### src/rtl/mem_arbiter_if.sv
// Requester and engine signals of the RAM-engine arbiter.
// slave = arbiter side, master = requesters / engine / control side.
interface mem_arbiter_if;
    logic        rdy_in;
    logic        roll_back;
    logic        io_buffer_full;
    logic        if_req;
    logic [31:0] if_addr;
    logic        if_done;
    logic        ld_req;
    logic [31:0] ld_addr;
    logic [1:0]  ld_size;
    logic        ld_done;
    logic [31:0] ld_data;
    logic        st_req;
    logic [31:0] st_addr;
    logic [1:0]  st_size;
    logic [31:0] st_data;
    logic        st_done;
    logic        eng_valid;
    logic        eng_rw;
    logic [31:0] eng_addr;
    logic [4:0]  eng_len;
    logic [31:0] eng_wdata;
    logic        eng_abort;
    logic        eng_ready;
    logic        eng_done;
    logic [31:0] eng_rdata;

    modport slave (
        input  rdy_in, roll_back, io_buffer_full,
        input  if_req, if_addr, ld_req, ld_addr, ld_size,
        input  st_req, st_addr, st_size, st_data,
        input  eng_ready, eng_done, eng_rdata,
        output if_done, ld_done, ld_data, st_done,
        output eng_valid, eng_rw, eng_addr, eng_len, eng_wdata, eng_abort
    );

    modport master (
        output rdy_in, roll_back, io_buffer_full,
        output if_req, if_addr, ld_req, ld_addr, ld_size,
        output st_req, st_addr, st_size, st_data,
        output eng_ready, eng_done, eng_rdata,
        input  if_done, ld_done, ld_data, st_done,
        input  eng_valid, eng_rw, eng_addr, eng_len, eng_wdata, eng_abort
    );
endinterface

### src/rtl/mem_arbiter.sv
// Request-level arbiter in front of the byte-serial RAM engine (store > load > fetch).
// Optional fetch anti-starvation aging is enabled by defining ARB_AGE_EN.
//
// state  | meaning
// IDLE   | choose a winner among eligible requesters, latch its command
// ISSUE  | wait for eng_ready, then strobe eng_valid for one cycle
// BUSY   | wait for eng_done (or abort a flushed load/fetch)
// RESP   | winner's done pulse is high this cycle
module mem_arbiter #(
    parameter int ICACHE_BLK_SIZE = 16,
    parameter int STARVE_LIMIT    = 4
) (
    input  logic         clk,
    input  logic         rst_in,
    mem_arbiter_if.slave bus
);
    typedef enum logic [1:0] {S_IDLE, S_ISSUE, S_BUSY, S_RESP} state_t;
    typedef enum logic [1:0] {G_NONE, G_IF, G_LD, G_ST} grant_t;

    localparam logic [31:0] BLK_MASK = ~(32'(ICACHE_BLK_SIZE) - 32'd1);
    localparam logic [4:0]  BLK_LEN  = 5'(ICACHE_BLK_SIZE);

    state_t      state_q, state_d;
    grant_t      grant_q, grant_d;
    logic        eng_valid_q, eng_valid_d;
    logic        eng_rw_q, eng_rw_d;
    logic [31:0] eng_addr_q, eng_addr_d;
    logic [4:0]  eng_len_q, eng_len_d;
    logic [31:0] eng_wdata_q, eng_wdata_d;
    logic        eng_abort_q, eng_abort_d;
    logic        if_done_q, if_done_d;
    logic        ld_done_q, ld_done_d;
    logic        st_done_q, st_done_d;
    logic [31:0] ld_data_q, ld_data_d;

`ifdef ARB_AGE_EN
    localparam int            SW         = $clog2(STARVE_LIMIT + 1);
    localparam logic [SW-1:0] STARVE_MAX = SW'(STARVE_LIMIT);
    logic [SW-1:0] starve_q, starve_d;
`endif

    logic   st_elig, ld_elig, if_elig, force_if, flush_kill;
    grant_t win;

    function automatic logic [4:0] size_len(input logic [1:0] sz);
        case (sz)
            2'b01:   return 5'd1;
            2'b10:   return 5'd2;
            default: return 5'd4;
        endcase
    endfunction

    function automatic logic [31:0] zext(input logic [31:0] d, input logic [4:0] len);
        case (len)
            5'd1:    return {24'd0, d[7:0]};
            5'd2:    return {16'd0, d[15:0]};
            default: return d;
        endcase
    endfunction

    // IO-space stores wait while the UART buffer is full; a flush blocks speculative traffic.
    always_comb begin
        st_elig = bus.st_req && (bus.st_size != 2'b00) &&
                  !((bus.st_addr[17:16] == 2'b11) && bus.io_buffer_full);
        ld_elig = bus.ld_req && (bus.ld_size != 2'b00) && !bus.roll_back;
        if_elig = bus.if_req && !bus.roll_back;
`ifdef ARB_AGE_EN
        force_if = if_elig && (starve_q == STARVE_MAX);
`else
        force_if = 1'b0;
`endif
        if (force_if)     win = G_IF;
        else if (st_elig) win = G_ST;
        else if (ld_elig) win = G_LD;
        else if (if_elig) win = G_IF;
        else              win = G_NONE;
        flush_kill = bus.roll_back && ((grant_q == G_LD) || (grant_q == G_IF));
    end

    always_comb begin
        state_d     = state_q;
        grant_d     = grant_q;
        eng_valid_d = 1'b0;
        eng_rw_d    = eng_rw_q;
        eng_addr_d  = eng_addr_q;
        eng_len_d   = eng_len_q;
        eng_wdata_d = eng_wdata_q;
        eng_abort_d = 1'b0;
        if_done_d   = 1'b0;
        ld_done_d   = 1'b0;
        st_done_d   = 1'b0;
        ld_data_d   = ld_data_q;
`ifdef ARB_AGE_EN
        starve_d    = starve_q;
`endif
        case (state_q)
            S_IDLE: begin
                case (win)
                    G_IF: begin
                        eng_rw_d   = 1'b0;
                        eng_addr_d = bus.if_addr & BLK_MASK;
                        eng_len_d  = BLK_LEN;
                    end
                    G_LD: begin
                        eng_rw_d   = 1'b0;
                        eng_addr_d = bus.ld_addr;
                        eng_len_d  = size_len(bus.ld_size);
                    end
                    G_ST: begin
                        eng_rw_d    = 1'b1;
                        eng_addr_d  = bus.st_addr;
                        eng_len_d   = size_len(bus.st_size);
                        eng_wdata_d = bus.st_data;
                    end
                    default: ;
                endcase
                if (win != G_NONE) begin
                    grant_d = win;
                    state_d = S_ISSUE;
                end
`ifdef ARB_AGE_EN
                if (win == G_IF)
                    starve_d = '0;
                else if (if_elig && (win != G_NONE) && (starve_q != STARVE_MAX))
                    starve_d = starve_q + 1'b1;
`endif
            end
            S_ISSUE: begin
                if (flush_kill) begin
                    grant_d = G_NONE;
                    state_d = S_IDLE;
                end else if (bus.eng_ready) begin
                    eng_valid_d = 1'b1;
                    state_d     = S_BUSY;
                end
            end
            S_BUSY: begin
                if (flush_kill) begin
                    eng_abort_d = 1'b1;
                    grant_d     = G_NONE;
                    state_d     = S_IDLE;
                end else if (bus.eng_done) begin
                    if (grant_q == G_LD)
                        ld_data_d = zext(bus.eng_rdata, eng_len_q);
                    if_done_d = (grant_q == G_IF);
                    ld_done_d = (grant_q == G_LD);
                    st_done_d = (grant_q == G_ST);
                    state_d   = S_RESP;
                end
            end
            S_RESP: begin
                grant_d = G_NONE;
                state_d = S_IDLE;
            end
            default: begin
                grant_d = G_NONE;
                state_d = S_IDLE;
            end
        endcase
    end

    // rdy_in low freezes every register, so any pulse in flight is stretched.
    always_ff @(posedge clk) begin
        if (rst_in) begin
            state_q     <= S_IDLE;
            grant_q     <= G_NONE;
            eng_valid_q <= 1'b0;
            eng_rw_q    <= 1'b0;
            eng_addr_q  <= '0;
            eng_len_q   <= '0;
            eng_wdata_q <= '0;
            eng_abort_q <= 1'b0;
            if_done_q   <= 1'b0;
            ld_done_q   <= 1'b0;
            st_done_q   <= 1'b0;
            ld_data_q   <= '0;
`ifdef ARB_AGE_EN
            starve_q    <= '0;
`endif
        end else if (bus.rdy_in) begin
            state_q     <= state_d;
            grant_q     <= grant_d;
            eng_valid_q <= eng_valid_d;
            eng_rw_q    <= eng_rw_d;
            eng_addr_q  <= eng_addr_d;
            eng_len_q   <= eng_len_d;
            eng_wdata_q <= eng_wdata_d;
            eng_abort_q <= eng_abort_d;
            if_done_q   <= if_done_d;
            ld_done_q   <= ld_done_d;
            st_done_q   <= st_done_d;
            ld_data_q   <= ld_data_d;
`ifdef ARB_AGE_EN
            starve_q    <= starve_d;
`endif
        end
    end

    assign bus.eng_valid = eng_valid_q;
    assign bus.eng_rw    = eng_rw_q;
    assign bus.eng_addr  = eng_addr_q;
    assign bus.eng_len   = eng_len_q;
    assign bus.eng_wdata = eng_wdata_q;
    assign bus.eng_abort = eng_abort_q;
    assign bus.if_done   = if_done_q;
    assign bus.ld_done   = ld_done_q;
    assign bus.st_done   = st_done_q;
    assign bus.ld_data   = ld_data_q;
endmodule
### src/flat_wrapper.sv
// flat-port wrapper written by rule: the top's interface ports become plain ports
module mem_arbiter_flat 
#(
    parameter int ICACHE_BLK_SIZE = 16,
    parameter int STARVE_LIMIT    = 4
)
  (clk, rst_in, bus_rdy_in, bus_roll_back, bus_io_buffer_full, bus_if_req, bus_if_addr, bus_ld_req, bus_ld_addr, bus_ld_size, bus_st_req, bus_st_addr, bus_st_size, bus_st_data, bus_eng_ready, bus_eng_done, bus_eng_rdata, bus_if_done, bus_ld_done, bus_ld_data, bus_st_done, bus_eng_valid, bus_eng_rw, bus_eng_addr, bus_eng_len, bus_eng_wdata, bus_eng_abort);
  mem_arbiter_if bus_i ();
  input  logic clk;
  input  logic rst_in;
  input wire logic [$bits(bus_i.rdy_in)-1:0] bus_rdy_in;
  input wire logic [$bits(bus_i.roll_back)-1:0] bus_roll_back;
  input wire logic [$bits(bus_i.io_buffer_full)-1:0] bus_io_buffer_full;
  input wire logic [$bits(bus_i.if_req)-1:0] bus_if_req;
  input wire logic [$bits(bus_i.if_addr)-1:0] bus_if_addr;
  input wire logic [$bits(bus_i.ld_req)-1:0] bus_ld_req;
  input wire logic [$bits(bus_i.ld_addr)-1:0] bus_ld_addr;
  input wire logic [$bits(bus_i.ld_size)-1:0] bus_ld_size;
  input wire logic [$bits(bus_i.st_req)-1:0] bus_st_req;
  input wire logic [$bits(bus_i.st_addr)-1:0] bus_st_addr;
  input wire logic [$bits(bus_i.st_size)-1:0] bus_st_size;
  input wire logic [$bits(bus_i.st_data)-1:0] bus_st_data;
  input wire logic [$bits(bus_i.eng_ready)-1:0] bus_eng_ready;
  input wire logic [$bits(bus_i.eng_done)-1:0] bus_eng_done;
  input wire logic [$bits(bus_i.eng_rdata)-1:0] bus_eng_rdata;
  output wire logic [$bits(bus_i.if_done)-1:0] bus_if_done;
  output wire logic [$bits(bus_i.ld_done)-1:0] bus_ld_done;
  output wire logic [$bits(bus_i.ld_data)-1:0] bus_ld_data;
  output wire logic [$bits(bus_i.st_done)-1:0] bus_st_done;
  output wire logic [$bits(bus_i.eng_valid)-1:0] bus_eng_valid;
  output wire logic [$bits(bus_i.eng_rw)-1:0] bus_eng_rw;
  output wire logic [$bits(bus_i.eng_addr)-1:0] bus_eng_addr;
  output wire logic [$bits(bus_i.eng_len)-1:0] bus_eng_len;
  output wire logic [$bits(bus_i.eng_wdata)-1:0] bus_eng_wdata;
  output wire logic [$bits(bus_i.eng_abort)-1:0] bus_eng_abort;
  assign bus_i.rdy_in = bus_rdy_in;
  assign bus_i.roll_back = bus_roll_back;
  assign bus_i.io_buffer_full = bus_io_buffer_full;
  assign bus_i.if_req = bus_if_req;
  assign bus_i.if_addr = bus_if_addr;
  assign bus_i.ld_req = bus_ld_req;
  assign bus_i.ld_addr = bus_ld_addr;
  assign bus_i.ld_size = bus_ld_size;
  assign bus_i.st_req = bus_st_req;
  assign bus_i.st_addr = bus_st_addr;
  assign bus_i.st_size = bus_st_size;
  assign bus_i.st_data = bus_st_data;
  assign bus_i.eng_ready = bus_eng_ready;
  assign bus_i.eng_done = bus_eng_done;
  assign bus_i.eng_rdata = bus_eng_rdata;
  assign bus_if_done = bus_i.if_done;
  assign bus_ld_done = bus_i.ld_done;
  assign bus_ld_data = bus_i.ld_data;
  assign bus_st_done = bus_i.st_done;
  assign bus_eng_valid = bus_i.eng_valid;
  assign bus_eng_rw = bus_i.eng_rw;
  assign bus_eng_addr = bus_i.eng_addr;
  assign bus_eng_len = bus_i.eng_len;
  assign bus_eng_wdata = bus_i.eng_wdata;
  assign bus_eng_abort = bus_i.eng_abort;
  mem_arbiter #(.ICACHE_BLK_SIZE(ICACHE_BLK_SIZE), .STARVE_LIMIT(STARVE_LIMIT)) u_core (.clk(clk), .rst_in(rst_in), .bus(bus_i));
endmodule
### config.mk
export PLATFORM = sky130hd
export DESIGN_NAME = mem_arbiter_flat
export DESIGN_NICKNAME = d
export VERILOG_FILES = /design/src/rtl/mem_arbiter_if.sv /design/src/rtl/mem_arbiter.sv /design/src/flat_wrapper.sv
export SDC_FILE = /design/constraint.sdc
export NUM_CORES = 1
export LEC_CHECK = 0
export ABC_AREA = 1
export CAP_MARGIN = 20
export CORE_MARGIN = 2
export CORE_UTILIZATION = 35
export DETAILED_ROUTE_END_ITERATION = 10
export GPL_ROUTABILITY_DRIVEN = 0
export GPL_TIMING_DRIVEN = 0
export PLACE_DENSITY = 0.77
export SETUP_SLACK_MARGIN = 0.1
export SYNTH_ARGS = -nofsm -noshare
export SYNTH_HDL_FRONTEND = slang
export SYNTH_SLANG_ARGS = --single-unit
### constraint.sdc
create_clock -name clk -period 1.5 [get_ports clk]
set_input_delay 0.15 -clock clk [delete_from_list [all_inputs] [get_ports clk]]
set_output_delay 0.15 -clock clk [all_outputs]
set_load 0.005 [all_outputs]
-- Word-level counts from Yosys, hierarchy flattened
Index checks and enable logic that the tools add are counted.
Widths: inputs -> output; s select.
- bits in latches: 0
- output and inout port bits: 107
- input port bits: 174
- bits in read-only memories: 0
- memories kept: 0
- register bits: 111
- memory bits (writable): 0
- word-level logic and storage cells: 89
- multiply operators: 0
- multiplexer cells: 32
- shift operators: 0
- add/subtract/negate cells: 0
- bitwise logic cells: 1
- equal/unequal tests: 20
- magnitude comparators: 0
- reductions and logical operators: 24
- divide/modulo/power cells: 0
- operators by type and width (kind ; number):
    $pmux 32 s3 ; 1
    $pmux 32 s2 ; 1
    $eq 2x2->1 const B ; 9
    $mux 2 ; 9
    $mux 1 ; 15
    $pmux 5 s3 ; 1
    $pmux 3 s2 ; 2
    $reduce_and 3->1 ; 4
    $eq 2x1->1 const B ; 5
    $pmux 2 s4 ; 1
    $reduce_bool 2->1 ; 4
    $logic_and 1x1->1 ; 7
    $ne 3x2->1 const B ; 2
    $pmux 2 s3 ; 1
    $eq 5x1->1 const B ; 1
    $eq 5x2->1 const B ; 1
    $reduce_and 5->1 ; 1
    $ne 2x1->1 const B ; 2
    $reduce_and 4->1 ; 1
    $reduce_or 2->1 ; 2
    $reduce_bool 3->1 ; 1
    $logic_not 1->1 ; 2
    $logic_not 2->1 ; 1
    $pmux 1 s2 ; 1
    other kinds (2) ; 2

-- Logic depth before layout (Yosys ltp)
- word-level depth: 9
- depth in mapped cells: 12
- depth with buffers taken out: 11

-- Worst setup path after synthesis
Ideal clock, no wire load.
- kind: register to register
- from: register u_core.grant_q[0]
- to: register u_core.ld_data_q[0], in the netlist u_core.bus.ld_data[0]
- clock period less this slack: 1.521 ns
- setup slack: -0.021 ns
- buffers on the path: 1
- cell stages (with the launch flop): 11
- library setup time: 0.116 ns
- required time: 1.384 ns
- data arrival time: 1.406 ns
- path through: dfxtp_1 inv_1 ha_1 inv_1 nand2_1 nand2_1 nor2_4 inv_4 buf_2 nor2_1 nor2_1
- word-level cells in the longest chain between the ends: 5
- elaborated cells between the ends (all ways): 6
- classes of those cells: 2 x eq/ne; 1 x bitwise; 3 x reduce/logical
- ends and longest elaborated chain (what ; line ; text):
    start, declared ; mem_arbiter.sv:24 ; grant_t grant_q, grant_d;
    start signal, assigned ; mem_arbiter.sv:182 ; grant_q <= grant_d;
    $eq 2x2->1 / $eq 2x1->1 (equally long branches) ; mem_arbiter.sv:77, mem_arbiter.sv:143 ;
    $logic_or 1x1->1 ; mem_arbiter.sv:77 ; flush_kill = bus.roll_back && ((grant_q == G_LD) || (grant_q == G_IF));
    $logic_and 1x1->1 ; mem_arbiter.sv:77 ;
    $not 1->1 (no source line) ; - ;
    $reduce_and 5->1 (no source line) (*) ; - ;
    end signal, assigned ; mem_arbiter.sv:192 ; ld_data_q <= ld_data_d;
    end, declared ; mem_arbiter.sv:34 ; logic [31:0] ld_data_q, ld_data_d;
Mark *: on every way between the ends. The rest lies on a longest branch, timed or not.
A chain may end at the register's enable or synchronous reset.

-- Worst setup path in the final report
- from: register u_core.grant_q[0]
- to: register u_core.ld_data_q[12], in the netlist u_core.bus.ld_data[12]
The elaborated chain is that of the path after synthesis.

==> flow_metrics.py <==
metrics = {
    "finish": {
        "syn_to_final_growth_pct": 85.0,
        "final_cell_mix": "245 x clkdlybuf4s50_1, 195 x nand2_1, 106 x nand3_1, 105 x dfxtp_1, 71 x a21oi_1",
        "n_antenna_cell": 0,
        "fin_nets": 1197,
        "final_area_sq_mm": 0.00915,
        "drive_above_1_share": 0.162,
        "fin_util": 0.662,
        "stdcell_count": 1195,
        "fillers": 1204,
        "mostFrequentLayoutCell": "clkdlybuf4s50_1",
    },
    "power_and_ir_drop": {
        "vdd_ir_drop_max_uv": 640,
        "power.total_mw": 7.77,
        "power-per-cell-area_mw_per_mm2": 849,
        "power_leakage_nw": 3.87,
    },
    "timing": {
        "post-route-period-util": 1.06,
        "slew_headroom": 0.553,
        "fmax_mhz": 628,
        "tightest_slew_ns": 0.671,
        "skew_ns": 0.0129,
        "final_hold_viol_count": 0,
        "drv_slew": 0,
        "worst_slack_ns": -0.0918,
        "setup_violations": 32,
        "rsz0062_at_grt": "true",
        "fin_crit_ns": 1.59,
    },
    "critical_path": {
        "worstSetupPathType": "reg2reg",
        "worst_setup_path_start_kind": "register",
        "worst_setup_path_end_kind": "register",
        "worstPathRequired_ns": 1.79,
        "critical_path_peak_fanout": 8,
        "crit_arrival_ns": 1.88,
    },
    "drt": {
        "drc": 0,
        "drtPass1Iterations": 5,
        "drtAntennaViolNets": 0,
        "drtIter0Drc": 305,
        "num_vias": 5928,
        "wire_per_inst_microns": 16.4,
        "vias_per_cell": 4.96,
        "finalWirelength_microns": 19700,
    },
    "logic_synthesis": {
        "ys_warn_count": 0,
        "synth_area_per_cell_sq_um": 7.10,
        "ys_ff_latch": 110,
        "synth_area_sq_mm": 0.00495,
        "ys_seq_area_frac": 0.445,
        "yosysUniqueCellTypes": 26,
        "synthCells": 697,
        "syn-num-nets": 884,
    },
    "grt": {
        "antenna_found_initial": 0,
        "grt-busiest-layer": "met2",
        "grt_pass1_vias": 5685,
        "overflow": 0,
        "grt_pass1_wl_microns": 28600,
        "grt.met2_usage": 0.420,
        "grtUsageMet1": 0.290,
        "grt.total_usage": 0.247,
        "grt_max_degree": 20,
        "use_met3": 0.0683,
    },
    "place": {
        "dp_slack_ns": -0.573,
        "place_area_sq_mm": 0.00795,
        "placed_cells": 1152,
        "port_buffers": 275,
        "detailed_place_hpwl_microns": 14100,
    },
    "run_status": {
        "failed_checks": "setup timing",
        "status": "finished, violations left",
    },
    "die": {
        "pin_count": 281,
        "num_rows": 43,
        "start_util": 0.358,
        "die_x_microns": 123,
        "dieHeight_microns": 123,
        "core-area_sq_mm": 0.0138,
        "dieArea_sq_mm": 0.0151,
    },
    "flow_run": {
        "cap_violations": 0,
    },
    "clocking": {
        "cts_hold_buf": 0,
        "clock_latency_ns": 0.36,
        "cts_inserted_buffers": 9,
        "tritoncts": "built",
        "clockRootBuffer": "clkbuf_16",
        "htree_num_levels": 3,
        "clockBufferDepth": 2,
        "clock_sinks": 110,
        "path_clk_slew_ns": 0.07,
    },
    "worst_hold_path": {
        "hold_class": "in2reg",
    },
}
-- path summary, 6_finish.rpt --
| check | end | cells after the start | startpoint | slack [ns] |
|---|---|---|---|---|
| worst max-delay path | u_core.bus.ld_data[12]$_SDFFE_PP0P_ | 10 | u_core.grant_q[0]$_SDFFE_PP0P_ | -0.09 |
| worst min-delay path | u_core.bus.eng_addr[16]$_SDFFE_PP0P_ | 5 | bus_st_addr[16] | 0.23 |
| worst max register to register | u_core.bus.ld_data[12]$_SDFFE_PP0P_ | 10 | u_core.grant_q[0]$_SDFFE_PP0P_ | -0.09 |
| worst min register to register | u_core.bus.eng_wdata[4]$_SDFFE_PP0P_ | 2 | u_core.bus.eng_wdata[4]$_SDFFE_PP0P_ | 0.46 |
-- cell usage after synthesis, drive strengths merged --
cell	number	area share
dfxtp	110	0.45
nand2	203	0.16
nor2	53	0.045
conb	1	0.00076
nor3	1	0.0010
nand3	124	0.13
a211oi	1	0.0015
buf	34	0.040
clkbuf	14	0.011
inv	27	0.021
o21ai	23	0.023
nand4	2	0.0025
ha	13	0.033
or2	1	0.0013
o22ai	1	0.0013
a21oi	89	0.090
-- metal layers --
layer,vias up,part of all wire
met1,2734,0.41
met2,229,0.48
met3,43,0.078
met5,-,0
met4,0,0.033
li1,2922,-
-- worst max-delay path: stages, from the launching register on --
cell     delay, ns
dfxtp_2       0.34
inv_2         0.05
ha_4          0.27
inv_4         0.03
nand2_4       0.06
nand2_4       0.06
nor2_4        0.19
inv_4         0.10
nor2_4        0.19
nand2_1       0.10
a21oi_2       0.14
-- registers in the layout (all words and copies together), names as in the netlist --
name,cells
u_core.bus.eng_rw,1
u_core.bus.eng_wdata,32
u_core.bus.eng_abort,1
u_core.bus.st_done,1
u_core.state_q,2
u_core.grant_q,2
u_core.bus.if_done,1
u_core.bus.eng_addr,32
u_core.bus.ld_data,32
u_core.bus.ld_done,1
u_core.bus.eng_valid,1
u_core.bus.eng_len,4
-- repair_timing --
| item | CTS | global route |
|---|---|---|
| pin swaps | 11 | 20 |
| setup buffers | 18 | 5 |
| gates resized for setup | 67 | 131 |
| endpoints found under the setup margin | 112 | 125 |
| cloned | 3 | 4 |
-- through the flow --
stage	hold slack, ns	setup TNS [ns]
global route	0.269	-4.87
CTS	0.338	-1.18
finish	0.227	-1.41
floorplan	0.266	0
global placement	0.448	-46.34
detailed placement	0.451	-48.42
-- power by group --
| group | switching [mW] | leakage [nW] | internal (mW) | total, mW |
|---|---|---|---|---|
| sequential | 0.0898 | 0.895 | 3.07 | 3.16 |
| combinational | 0.936 | 2.82 | 1.16 | 2.10 |
| clock | 1.17 | 0.151 | 1.33 | 2.51 |
-- logic make-up after synthesis --
kind of cell | after synthesis | share of synthesized area
other cells | 1 | 0.000758
flops | 110 | 0.445
simple gates | 384 | 0.333
buf+inv | 75 | 0.0721
fa+ha+maj | 13 | 0.0329
compound gates | 114 | 0.116
-- area by class of cell --
cell class | count | area (sq um) | share of cell area
Timing Repair Buffer | 302 | 3140 | 0.343
Clock inverter | 6 | 78.8 | 0.00861
Sequential cell | 110 | 2210 | 0.241
Multi-Input combinational cell | 513 | 2720 | 0.297
Buffer | 47 | 424 | 0.0463
Tap cell | 180 | 225 | 0.0246
Clock buffer | 10 | 229 | 0.0250
Inverter | 27 | 131 | 0.0144
(Power assumes the default switching activity.)
